==> src/rtl/apb_ctrl_pkg.sv <==
// Shared types and defaults for the APB request arbiter.
// Holds the FSM state encoding and the index-width helper.
package apb_ctrl_pkg;

  typedef enum logic [1:0] {
    IDLE   = 2'd0,
    SETUP  = 2'd1,
    ACCESS = 2'd2
  } apb_state_e;

  localparam int DEF_ADDR_W = 8;
  localparam int DEF_DATA_W = 32;

  function automatic int idx_w(input int n);
    return (n > 1) ? $clog2(n) : 1;
  endfunction

endpackage

==> src/rtl/rr_arbiter.sv <==
// Combinational round-robin picker.
// The search starts just after last_grant, so the requester served most recently has the lowest priority.
module rr_arbiter
  import apb_ctrl_pkg::*;
#(
  parameter int NUM_REQ = 2,
  parameter int IDX_W   = idx_w(NUM_REQ)
) (
  input  logic [NUM_REQ-1:0] req,
  input  logic [IDX_W-1:0]   last_grant,
  output logic [NUM_REQ-1:0] grant,
  output logic [IDX_W-1:0]   grant_idx
);

  logic [IDX_W-1:0] w_idx;

  // Walk from the farthest slot to the nearest one; the last hit is the highest priority.
  always_comb begin
    grant     = '0;
    grant_idx = '0;
    w_idx     = '0;
    for (int off = NUM_REQ; off >= 1; off--) begin
      w_idx = IDX_W'((int'(last_grant) + off) % NUM_REQ);
      if (req[w_idx]) begin
        grant        = '0;
        grant[w_idx] = 1'b1;
        grant_idx    = w_idx;
      end
    end
  end

endmodule

==> src/rtl/apb_req_arbiter.sv <==
// Round-robin APB master that shares one completer between NUM_REQ requesters.
// It runs SETUP/ACCESS with an ACCESS-phase timeout and returns one-cycle responses.
module apb_req_arbiter
  import apb_ctrl_pkg::*;
#(
  parameter int NUM_REQ = 2,
  parameter int ADDR_W  = DEF_ADDR_W,
  parameter int DATA_W  = DEF_DATA_W,
  parameter int TIMEOUT = 16
) (
  input  logic                      pclk,
  input  logic                      preset,
  input  logic [NUM_REQ-1:0]        req_valid,
  input  logic [NUM_REQ-1:0]        req_write,
  input  logic [NUM_REQ*ADDR_W-1:0] req_addr,
  input  logic [NUM_REQ*DATA_W-1:0] req_wdata,
  output logic [NUM_REQ-1:0]        req_ready,
  output logic [NUM_REQ-1:0]        rsp_valid,
  output logic [DATA_W-1:0]         rsp_rdata,
  output logic                      rsp_err,
  output logic                      busy,
  output logic                      psel,
  output logic                      penable,
  output logic                      pwrite,
  output logic [ADDR_W-1:0]         paddr,
  output logic [DATA_W-1:0]         pwdata,
  input  logic [DATA_W-1:0]         prdata,
  input  logic                      pready
);

  localparam int IDX_W = idx_w(NUM_REQ);
  localparam int CNT_W = $clog2(TIMEOUT + 1);

  apb_state_e          r_state, w_state_next;
  logic [IDX_W-1:0]    r_last_grant, r_gnt_idx, w_gnt_idx;
  logic [NUM_REQ-1:0]  w_grant;
  logic [CNT_W-1:0]    r_cnt;
  logic                w_done, w_abort;
  logic [ADDR_W-1:0]   w_addr_arr  [NUM_REQ];
  logic [DATA_W-1:0]   w_wdata_arr [NUM_REQ];
  logic                r_pwrite;
  logic [ADDR_W-1:0]   r_paddr;
  logic [DATA_W-1:0]   r_pwdata;
  logic [NUM_REQ-1:0]  r_rsp_valid;
  logic [DATA_W-1:0]   r_rsp_rdata;
  logic                r_rsp_err;

  for (genvar gi = 0; gi < NUM_REQ; gi++) begin : g_slice
    assign w_addr_arr[gi]  = req_addr[gi*ADDR_W +: ADDR_W];
    assign w_wdata_arr[gi] = req_wdata[gi*DATA_W +: DATA_W];
  end

  rr_arbiter #(.NUM_REQ(NUM_REQ), .IDX_W(IDX_W)) u_rr (
    .req        (req_valid),
    .last_grant (r_last_grant),
    .grant      (w_grant),
    .grant_idx  (w_gnt_idx)
  );

  always_ff @(posedge pclk or posedge preset) begin
    if (preset) r_state <= IDLE;
    else        r_state <= w_state_next;
  end

  // pready on the final allowed cycle wins over the timeout.
  always_comb begin
    w_state_next = r_state;
    w_done       = (r_state == ACCESS) && pready;
    w_abort      = (r_state == ACCESS) && !pready && (r_cnt == CNT_W'(TIMEOUT - 1));
    case (r_state)
      IDLE:    if (|req_valid) w_state_next = SETUP;
      SETUP:   w_state_next = ACCESS;
      ACCESS:  if (w_done || w_abort) w_state_next = IDLE;
      default: w_state_next = IDLE;
    endcase
  end

  always_ff @(posedge pclk or posedge preset) begin
    if (preset) begin
      r_last_grant <= IDX_W'(NUM_REQ - 1);
      r_gnt_idx    <= '0;
      r_cnt        <= '0;
      r_pwrite     <= 1'b0;
      r_paddr      <= '0;
      r_pwdata     <= '0;
      r_rsp_valid  <= '0;
      r_rsp_rdata  <= '0;
      r_rsp_err    <= 1'b0;
    end else begin
      r_rsp_valid <= '0;
      case (r_state)
        IDLE: begin
          if (|req_valid) begin
            r_gnt_idx    <= w_gnt_idx;
            r_last_grant <= w_gnt_idx;
            r_pwrite     <= req_write[w_gnt_idx];
            r_paddr      <= w_addr_arr[w_gnt_idx];
            r_pwdata     <= w_wdata_arr[w_gnt_idx];
          end
        end
        SETUP: r_cnt <= '0;
        ACCESS: begin
          r_cnt <= r_cnt + 1'b1;
          if (w_done) begin
            r_rsp_valid <= NUM_REQ'(1) << r_gnt_idx;
            r_rsp_rdata <= r_pwrite ? '0 : prdata;
            r_rsp_err   <= 1'b0;
          end else if (w_abort) begin
            r_rsp_valid <= NUM_REQ'(1) << r_gnt_idx;
            r_rsp_rdata <= '0;
            r_rsp_err   <= 1'b1;
          end
        end
        default: ;
      endcase
    end
  end

  assign req_ready = (r_state == IDLE) ? w_grant : '0;
  assign busy      = (r_state != IDLE);
  assign psel      = (r_state != IDLE);
  assign penable   = (r_state == ACCESS);
  assign pwrite    = r_pwrite;
  assign paddr     = r_paddr;
  assign pwdata    = r_pwdata;
  assign rsp_valid = r_rsp_valid;
  assign rsp_rdata = r_rsp_rdata;
  assign rsp_err   = r_rsp_err;

endmodule

==> config.mk <==
export PLATFORM = sky130hd
export DESIGN_NAME = apb_req_arbiter
export DESIGN_NICKNAME = d
export VERILOG_FILES = /design/src/rtl/apb_ctrl_pkg.sv /design/src/rtl/rr_arbiter.sv /design/src/rtl/apb_req_arbiter.sv
export SDC_FILE = /design/constraint.sdc
export NUM_CORES = 1
export LEC_CHECK = 0
export CAP_MARGIN = 15
export CORE_MARGIN = 2
export CORE_UTILIZATION = 35
export DETAILED_ROUTE_END_ITERATION = 8
export PLACE_DENSITY = 0.77
export SYNTH_ARGS = -nofsm -noshare
export SYNTH_HDL_FRONTEND = slang
export SYNTH_SLANG_ARGS = --single-unit
==> constraint.sdc <==
create_clock -name pclk -period 3.5 [get_ports pclk]
set_clock_uncertainty 0.1 [all_clocks]
set_input_delay 0.525 -clock pclk [delete_from_list [all_inputs] [get_ports pclk]]
set_output_delay 0.525 -clock pclk [all_outputs]
set_load 0.005 [all_outputs]
Yosys cells after proc, flatten, opt, wreduce, memory -nomap -nowiden
Index checks and enable logic that the tools add are counted.
Cells by class
  $add $sub $neg: 3
  magnitude comparators: 6
  eq/ne operators: 5
  shift-type cells: 1
  mux-type cells: 33
  bitwise gates (word level): 1
  reductions and logical operators: 15
Operator list (number)
  $mux W32: 6
  $mux W8: 3
  $mux W2: 8
  $mux W1: 12
  $pmux W5 S2: 1
  $lt A1 B2 Y1 const B: 3
  $pmux W2 S3: 1
  $reduce_and A2 Y1: 3
  $reduce_bool A2 Y1: 3
  $add A5 B1 Y5 const B: 1
  $eq A5 B4 Y1 const B: 1
  $logic_and A1 B1 Y1: 5
  $add A1 B1 Y1 const B: 2
  $demux W1 S1: 2
  $eq A2 B1 Y1 const B: 1
  $eq A2 B2 Y1 const B: 1
  $ge A1 B1 Y1 const B: 2
  $ge A2 B2 Y1 const B: 1
  $logic_not A2 Y1: 1
  $ne A2 B1 Y1 const B: 1
  $ne A2 B2 Y1 const B: 1
  $not A1 Y2: 1
  $reduce_or A2 Y1: 1
  $shl A1 B1 Y2 const A: 1
  other kinds (2): 2
Storage, ports and cells
  bits in registers: 85
  input bits: 119
  output and inout port bits: 81

Logic depth before layout (Yosys ltp)
Gate-level depths: netlist of the first run.
  depth after elaboration: 9
  mapped depth: 7
  mapped depth without buffers: 6

Hierarchy
From an unflattened synthesis of the first run, not the netlist that was laid out.
Unflattened totals
  cells, all modules: 313
  area total of the unflattened synthesis: 3833.7 um^2
Modules (own cells, without submodules)
  apb_req_arbiter: instances 1, cells each 309, area each 3807.4 um^2
  rr_arbiter: instances 1, cells each 4, area each 26.3 um^2

Worst setup path before layout of the first run
Ideal clock, no wire load.
  kind: input port to output port
  start: in req_valid[1]
  end: out req_ready[1]
  data arrival time: 1.121 ns
  slack: 1.754 ns
  stages on the path: 4
  path buffers: 2
  cells stage by stage: a21bo_2 -> buf_4 -> buf_4 -> nor2_1
Between the ends
  word-level cells in the longest chain between the ends: 5
  elaborated cells on any way between the ends: 7
  classes of those cells: mux (7)
Ends and longest elaborated chain
  from (decl): line apb_req_arbiter.sv:13  | input logic [NUM_REQ-1:0] req_valid,
  $mux W1 (implied by the code) (2 in a row): line rr_arbiter.sv:24  | if (req[w_idx]) begin
  $mux W2: line rr_arbiter.sv:24
  $mux W2 *: line rr_arbiter.sv:24
  $mux W2 *: line apb_req_arbiter.sv:119  | assign req_ready = (r_state == IDLE) ? w_grant : '0;
  to (decl): line apb_req_arbiter.sv:17  | output logic [NUM_REQ-1:0] req_ready,
Every way passes the cells marked *; elsewhere a longest branch is shown, timed or not. The select of a mux whose other input is x is not followed.

Worst setup path after layout of the first run
Same ends and word-level chain as after synthesis.

==> results.py, run 1 <==
metrics = {
    "status": {
        "status": "completed",
    },
    "logic_synthesis": {
        "yosys_warnings": 0,
        "synth_ff_type": "dfrtp_1",
        "async_flop_share_pct": 100,
        "synth_edf_count": 0,
        "synth_largest_area_cell": "dfrtp_1",
        "mappedNetlistArea_um2": 3600,
        "synth_common_cells": "85 x nand2_1, 84 x dfrtp_1, 47 x nor2_1, 41 x a31oi_1, 33 x a22o_1",
        "syn_nets": 480,
        "ys_top_cells_by_area": "dfrtp_1 58%, nand2_1 8.9%, a22o_1 8.0%",
        "synth_top_area_share_pct": 58.3,
        "seq_area_frac_synth_pct": 59.1,
        "synth.most_common_cell": "nand2_1",
        "synth_cell_types": 28,
        "avgSynthCellArea_um2": 10.2,
        "synth_cells": 355,
        "synth-seq-cells": 85,
    },
    "clock_network": {
        "post-cts-setup-buffer-count": 0,
        "clock-root-buffer": "clkbuf_8",
        "cts_sinks": 85,
        "cts_made_buffers": 9,
        "clkLatencyLatePin_ns": 0.35,
        "clk_pin_slew_worst_paths_ns": 0.07,
        "cts_resized": 0,
        "h-tree-depth": 3,
        "ctsHoldBuffers": 0,
        "cts_buffer_depth": 2,
        "tritoncts": "built",
    },
    "place": {
        "placed_area_um2": 5690,
        "dp_hpwl_mm": 7.53,
        "portBuffers": 199,
        "gp_congestion": 0.734,
        "dp.cells": 670,
    },
    "drt": {
        "post_drt_wl_per_cell_um": 15.1,
        "drc": 0,
        "vias_per_cell": 4.84,
        "vias": 3317,
        "firstDrtPassIters": 4,
        "wirelength_mm": 10.3,
        "antenna_left": 0,
        "drt_iter0_markers": 226,
    },
    "die": {
        "coreArea_um2": 10100,
        "dieArea_um2": 11100,
        "pin_count": 200,
        "die_w_um": 105,
        "die_y_um": 105,
        "start_util_pct": 35.5,
        "rows": 37,
    },
    "sta": {
        "maxSlewHeadroom_pct": 54.4,
        "fin_crit_sh_pct": 74.2,
        "hold_viol": 0,
        "setup_viol": 0,
        "drv_slew": 0,
        "timing.final.crit_period_ns": 2.60,
        "setup-tns-final_ns": 0,
        "tightest_slew_ns": 0.683,
        "fmaxAchievable_mhz": 385,
        "rsz0062_at_grt": "no",
    },
    "setup_path": {
        "rrSetupSlack_ns": 1.36,
        "startpoint_type": "input port",
        "path_max_fanout": 5,
        "crit_arrival_ns": 1.97,
        "r2r_cells": 6,
        "cp.required_ns": 2.87,
        "crit_start": "req_valid[1]",
        "cp-end-kind": "output port",
        "criticalPathCategory": "in2out",
        "reg2reg_to": "pwdata[3]$_DFFE_PP0P_",
        "timing.rr.start": "r_state[0]$_DFFE_PP0P_",
    },
    "power_and_ir_drop": {
        "finalPower_mw": 4.72,
        "p_sw_mw": 1.45,
        "p_clk_share_pct": 18.7,
        "power.density_nw_per_um2": 794,
        "power_frac_comb_pct": 45.1,
        "p_leak_nw": 2.54,
        "ir_drop_uv": 302,
        "internal_power_mw": 3.27,
        "seqPwrFrac_pct": 36.3,
        "switching_share_pct": 30.7,
    },
    "finish": {
        "area_growth_pct": 65.1,
        "stdcell_count": 686,
        "num-nets-final": 670,
        "drive_above_1_share_pct": 5.45,
        "final_area_um2": 5950,
        "diodes": 0,
    },
    "global_routing": {
        "grt_pass1_vias": 3254,
        "grt_pass1_wl_mm": 16.4,
        "grt_overflow": 0,
        "grtUsageTotal_pct": 18.7,
        "antenna_found_initial": 0,
        "grt_start_max_net_pins": 52,
    },
    "worst_hold_path": {
        "min_path_type": "reg2reg",
        "hold_start": "r_gnt_idx$_DFFE_PP0P_",
        "hold_path_depth": 1,
        "hold_end": "rsp_valid[0]$_DFF_PP0_",
    },
    "flow_run": {
        "maxCapViolations": 0,
    },
}
per-stage QoR:
stage	hold WS (ns)	setup WS [ns]	util, %
after floorplan	0.303	0.683	-
after global placement	0.308	0.903	56.1
final	0.321	0.905	58.7
after global routing	0.333	0.784	58.7
after detailed placement	0.316	0.891	56.1
after CTS	0.325	0.877	58.7
logic make-up (layout without fill, tap and decap cells):
kind of cell / Yosys count / in the layout / synth area share [%]
muxes: 3 / 3 / 0.903
AOI/OAI and AO/OA: 87 / 87 / 17.7
buffers and inverters: 34 / 229 / 5.14
DFF: 85 / 85 / 59.1
adders and majority gates: 6 / 6 / 2.08
and+or+nand+nor: 140 / 140 / 15.1
routing by layer:
layer / vias to the layer above / part of all wire [%] / GRT usage (%)
met3: 11 / 9.7 / 6.18
met5: - / 0 / 0
met4: 0 / 1.3 / 6.57
met1: 1549 / 42 / 22.3
met2: 160 / 47 / 31.7
li1: 1597 / - / -
critical path: stages:
cell and delay, ns:
clkdlybuf4s50_1 0.53, a21bo_2 0.27, nor2_1 0.10, clkdlybuf4s50_1 0.54
cell type report:
cell class | count | area [um^2]
Multi-Input combinational cell | 236 | 1300
Sequential cell | 85 | 2130
Clock inverter | 3 | 90.1
Timing Repair Buffer | 205 | 2060
Inverter | 8 | 31.3
Clock buffer | 13 | 169
Tap cell | 136 | 170
Fill cell | 846 | 4190
how the worst max path moves through the flow:
| stage | depth (start not counted) | endpoint | slack (ns) |
|---|---|---|---|
| CTS | 5 | req_ready[1] | 0.88 |
| global placement | 4 | req_ready[1] | 0.90 |
| finish | 4 | req_ready[1] | 0.90 |
| global route | 5 | req_ready[1] | 0.78 |
| floorplan | 1 | paddr[0]$_DFFE_PP0P_ | 0.68 |
| detailed placement | 4 | req_ready[1] | 0.89 |
cell usage in the layout (no fill, tap or decap), drive strengths merged, types with 2 or more instances in the layout:
| master | Yosys | layout |
|---|---|---|
| bufinv | 0 | 3 |
| buf | 26 | 6 |
| o22ai | 2 | 2 |
| clkdlybuf4s50 | 0 | 199 |
| ha | 6 | 6 |
| mux2 | 2 | 2 |
| nand2 | 85 | 85 |
| clkbuf | 0 | 13 |
| a22o | 33 | 33 |
| nor2 | 48 | 48 |
| a31oi | 41 | 41 |
| a21oi | 2 | 2 |
| dfrtp | 84 | 84 |
| inv | 8 | 7 |
| o21ai | 3 | 3 |
| nand3 | 3 | 3 |
sequential cells by signal, summed over array words and instances, names as in the netlist:
register and cells:
paddr 8, pwdata 32, r_cnt 5, rsp_err 1
r_gnt_idx 1, r_last_grant 1, pwrite 1, rsp_rdata 32
rsp_valid 2, r_state 2
power groups by stage:
stage	Sequential, mW	Combinational [mW]	Clock, mW
2_1_floorplan	1.74	0.879	0
3_3_place_gp	1.70	2.10	0
3_5_place_dp	1.73	2.15	0
4_1_cts	1.72	2.16	0.898
5_1_grt	1.78	2.33	0.941
6_report	1.71	2.13	0.881
Note: power is estimated with default switching activity, not from simulation.
==> inputs of run 2 (changes only) <==
==> constraint.sdc (replaced) <==
create_clock -name pclk -period 2.65 [get_ports pclk]
set_clock_uncertainty 0.1 [all_clocks]
set_input_delay 0.3975 -clock pclk [delete_from_list [all_inputs] [get_ports pclk]]
set_output_delay 0.3975 -clock pclk [all_outputs]
set_load 0.005 [all_outputs]
==> run 2 against run 1 <==
Against the previous run: sequential power is 32% higher; global-route usage hardly changed; register-to-register slack worse by 0.60 ns; final area is 0.74% lower; routed wire length is 2.4% lower; clock-buffer cell count is 4 lower; first-iteration DRC count is 14% lower; clock power is 12% higher; critical endpoint unchanged.
==> results.py, run 2 (same netlist as run 1, synthesis figures left out) <==
metrics = {
    "status": {
        "status": "completed",
    },
    "sta": {
        "setup_viol": 0,
        "maxSlewHeadroom_pct": 69.4,
        "fmaxAchievable_mhz": 417,
        "drv_slew": 0,
        "hold_slack_ns": 0.328,
        "fin_crit_sh_pct": 90.5,
        "timing.final.crit_period_ns": 2.40,
        "tightest_slew_ns": 0.459,
        "rsz0062_at_grt": "no",
        "hold_viol": 0,
        "setup-tns-final_ns": 0,
        "setup_ws_ns": 0.251,
    },
    "setup_path": {
        "startpoint_type": "register",
        "cp.required_ns": 2.15,
        "timing.rr.start": "r_cnt[0]$_DFFE_PP0P_",
        "r2r_cells": 6,
        "path_max_fanout": 5,
        "rrSetupSlack_ns": 0.76,
        "crit_arrival_ns": 1.90,
        "crit_start": "r_state[0]$_DFFE_PP0P_",
        "reg2reg_to": "rsp_rdata[24]$_DFFE_PP0P_",
        "criticalPathCategory": "reg2out",
        "cp-end-kind": "output port",
    },
    "clock_network": {
        "clock-root-buffer": "clkbuf_8",
        "tritoncts": "built",
        "post-cts-setup-buffer-count": 0,
        "cts_buffer_depth": 2,
        "ctsHoldBuffers": 0,
        "cts_resized": 0,
        "cts_sinks": 85,
        "cts_made_buffers": 9,
        "clk_pin_slew_worst_paths_ns": 0.08,
        "clkLatencyLatePin_ns": 0.35,
        "h-tree-depth": 3,
    },
    "place": {
        "post-place-ws_ns": 0.357,
        "dp.cells": 670,
        "gp_congestion": 0.751,
        "dp_hpwl_mm": 7.16,
        "portBuffers": 199,
    },
    "worst_hold_path": {
        "min_path_type": "reg2reg",
        "hold_path_depth": 1,
        "hold_start": "r_gnt_idx$_DFFE_PP0P_",
        "hold_end": "rsp_valid[0]$_DFF_PP0_",
    },
    "drt": {
        "drt_iter0_markers": 195,
        "wirelength_mm": 10.1,
        "post_drt_wl_per_cell_um": 14.7,
        "vias": 3320,
        "firstDrtPassIters": 4,
        "drc": 0,
        "vias_per_cell": 4.85,
        "antenna_left": 0,
    },
    "die": {
        "die_w_um": 105,
        "start_util_pct": 35.5,
        "die_y_um": 105,
        "rows": 37,
        "coreArea_um2": 10100,
        "pin_count": 200,
        "dieArea_um2": 11100,
    },
    "global_routing": {
        "top_usage_layer": "met2",
        "grt_pass1_vias": 3327,
        "grt_overflow": 0,
        "grtUsageTotal_pct": 18.7,
        "grt_start_max_net_pins": 86,
        "antenna_found_initial": 0,
        "grt_use_met3_pct": 5.50,
        "grt_use_met1_pct": 23.0,
        "grt_pass1_wl_mm": 16.6,
        "grtUsageMet2_pct": 31.2,
    },
    "power_and_ir_drop": {
        "seqPwrFrac_pct": 37.4,
        "p_leak_nw": 2.51,
        "ir_drop_uv": 411,
        "switching_share_pct": 31.3,
        "internal_power_mw": 4.15,
        "power_frac_comb_pct": 46.3,
        "p_clk_share_pct": 16.3,
        "p_sw_mw": 1.89,
        "power.density_nw_per_um2": 1020,
    },
    "finish": {
        "layout_commonest_cell": "clkdlybuf4s50_1",
        "fin_util_pct": 58.3,
        "area_growth_pct": 63.9,
        "final_cell_mix": "199 x clkdlybuf4s50_1, 85 x nand2_1, 84 x dfrtp_1, 47 x nor2_1, 41 x a31oi_1",
        "drive_above_1_share_pct": 5.46,
        "diodes": 0,
        "num-nets-final": 670,
        "stdcell_count": 685,
    },
    "flow_run": {
        "maxCapViolations": 0,
    },
}
## run 2: cell types whose count changed in the layout (fill, tap and decap cells not counted)
| cell | delta |
|---|---|
| clkinv_4 | +1 |
| bufinv_16 | -1 |
| clkbuf_8 | -3 |
| clkbuf_1 | -1 |
| clkinvlp_4 | +3 |
## run 2: worst max-delay path by stage
stage | endpoint | slack, ns | depth (start not counted)
after floorplan | rsp_rdata[10]$_DFFE_PP0P_ | 0.95 | 6
after global placement | req_ready[1] | 0.38 | 4
after detailed placement | req_ready[1] | 0.36 | 4
after CTS | req_ready[1] | 0.20 | 5
after global routing | req_ready[1] | 0.10 | 5
final | req_ready[1] | 0.25 | 5
## run 2: area by class of cell
cell class                      count  area (um^2)
Sequential cell                    85         2130
Clock buffer                        9          124
Timing Repair Buffer              205         2060
Clock inverter                      6         88.8
Tap cell                          136          170
Multi-Input combinational cell    236         1300
Fill cell                         859         4230
Inverter                            8         33.8
## run 2: critical path, stage by stage, from the launching register on
cell	delay (ns)
dfrtp_1	0.40
inv_1	0.12
ha_1	0.26
inv_1	0.14
nor2_1	0.13
clkdlybuf4s50_1	0.51
## run 2: stage by stage
step	total power, mW	cell area (um^2)
3_3_place_gp	5.02	5690
4_1_cts	6.14	5910
6_report	6.04	5910
3_5_place_dp	5.11	5690
2_1_floorplan	3.46	3610
5_1_grt	6.47	5910
## run 2: layer usage
metal | vias to the layer above | share of wire [%]
met1 | 1561 | 42
met4 | 0 | 1.4
met2 | 147 | 48
met5 | - | 0
li1 | 1602 | -
met3 | 10 | 8.7
## run 2: power groups by stage
stage | clock network, mW | registers [mW] | logic (mW)
after floorplan | 0 | 2.30 | 1.16
after global placement | 0 | 2.25 | 2.76
after detailed placement | 0 | 2.29 | 2.82
after CTS | 1.02 | 2.27 | 2.85
after global routing | 1.08 | 2.35 | 3.05
final | 0.984 | 2.26 | 2.79
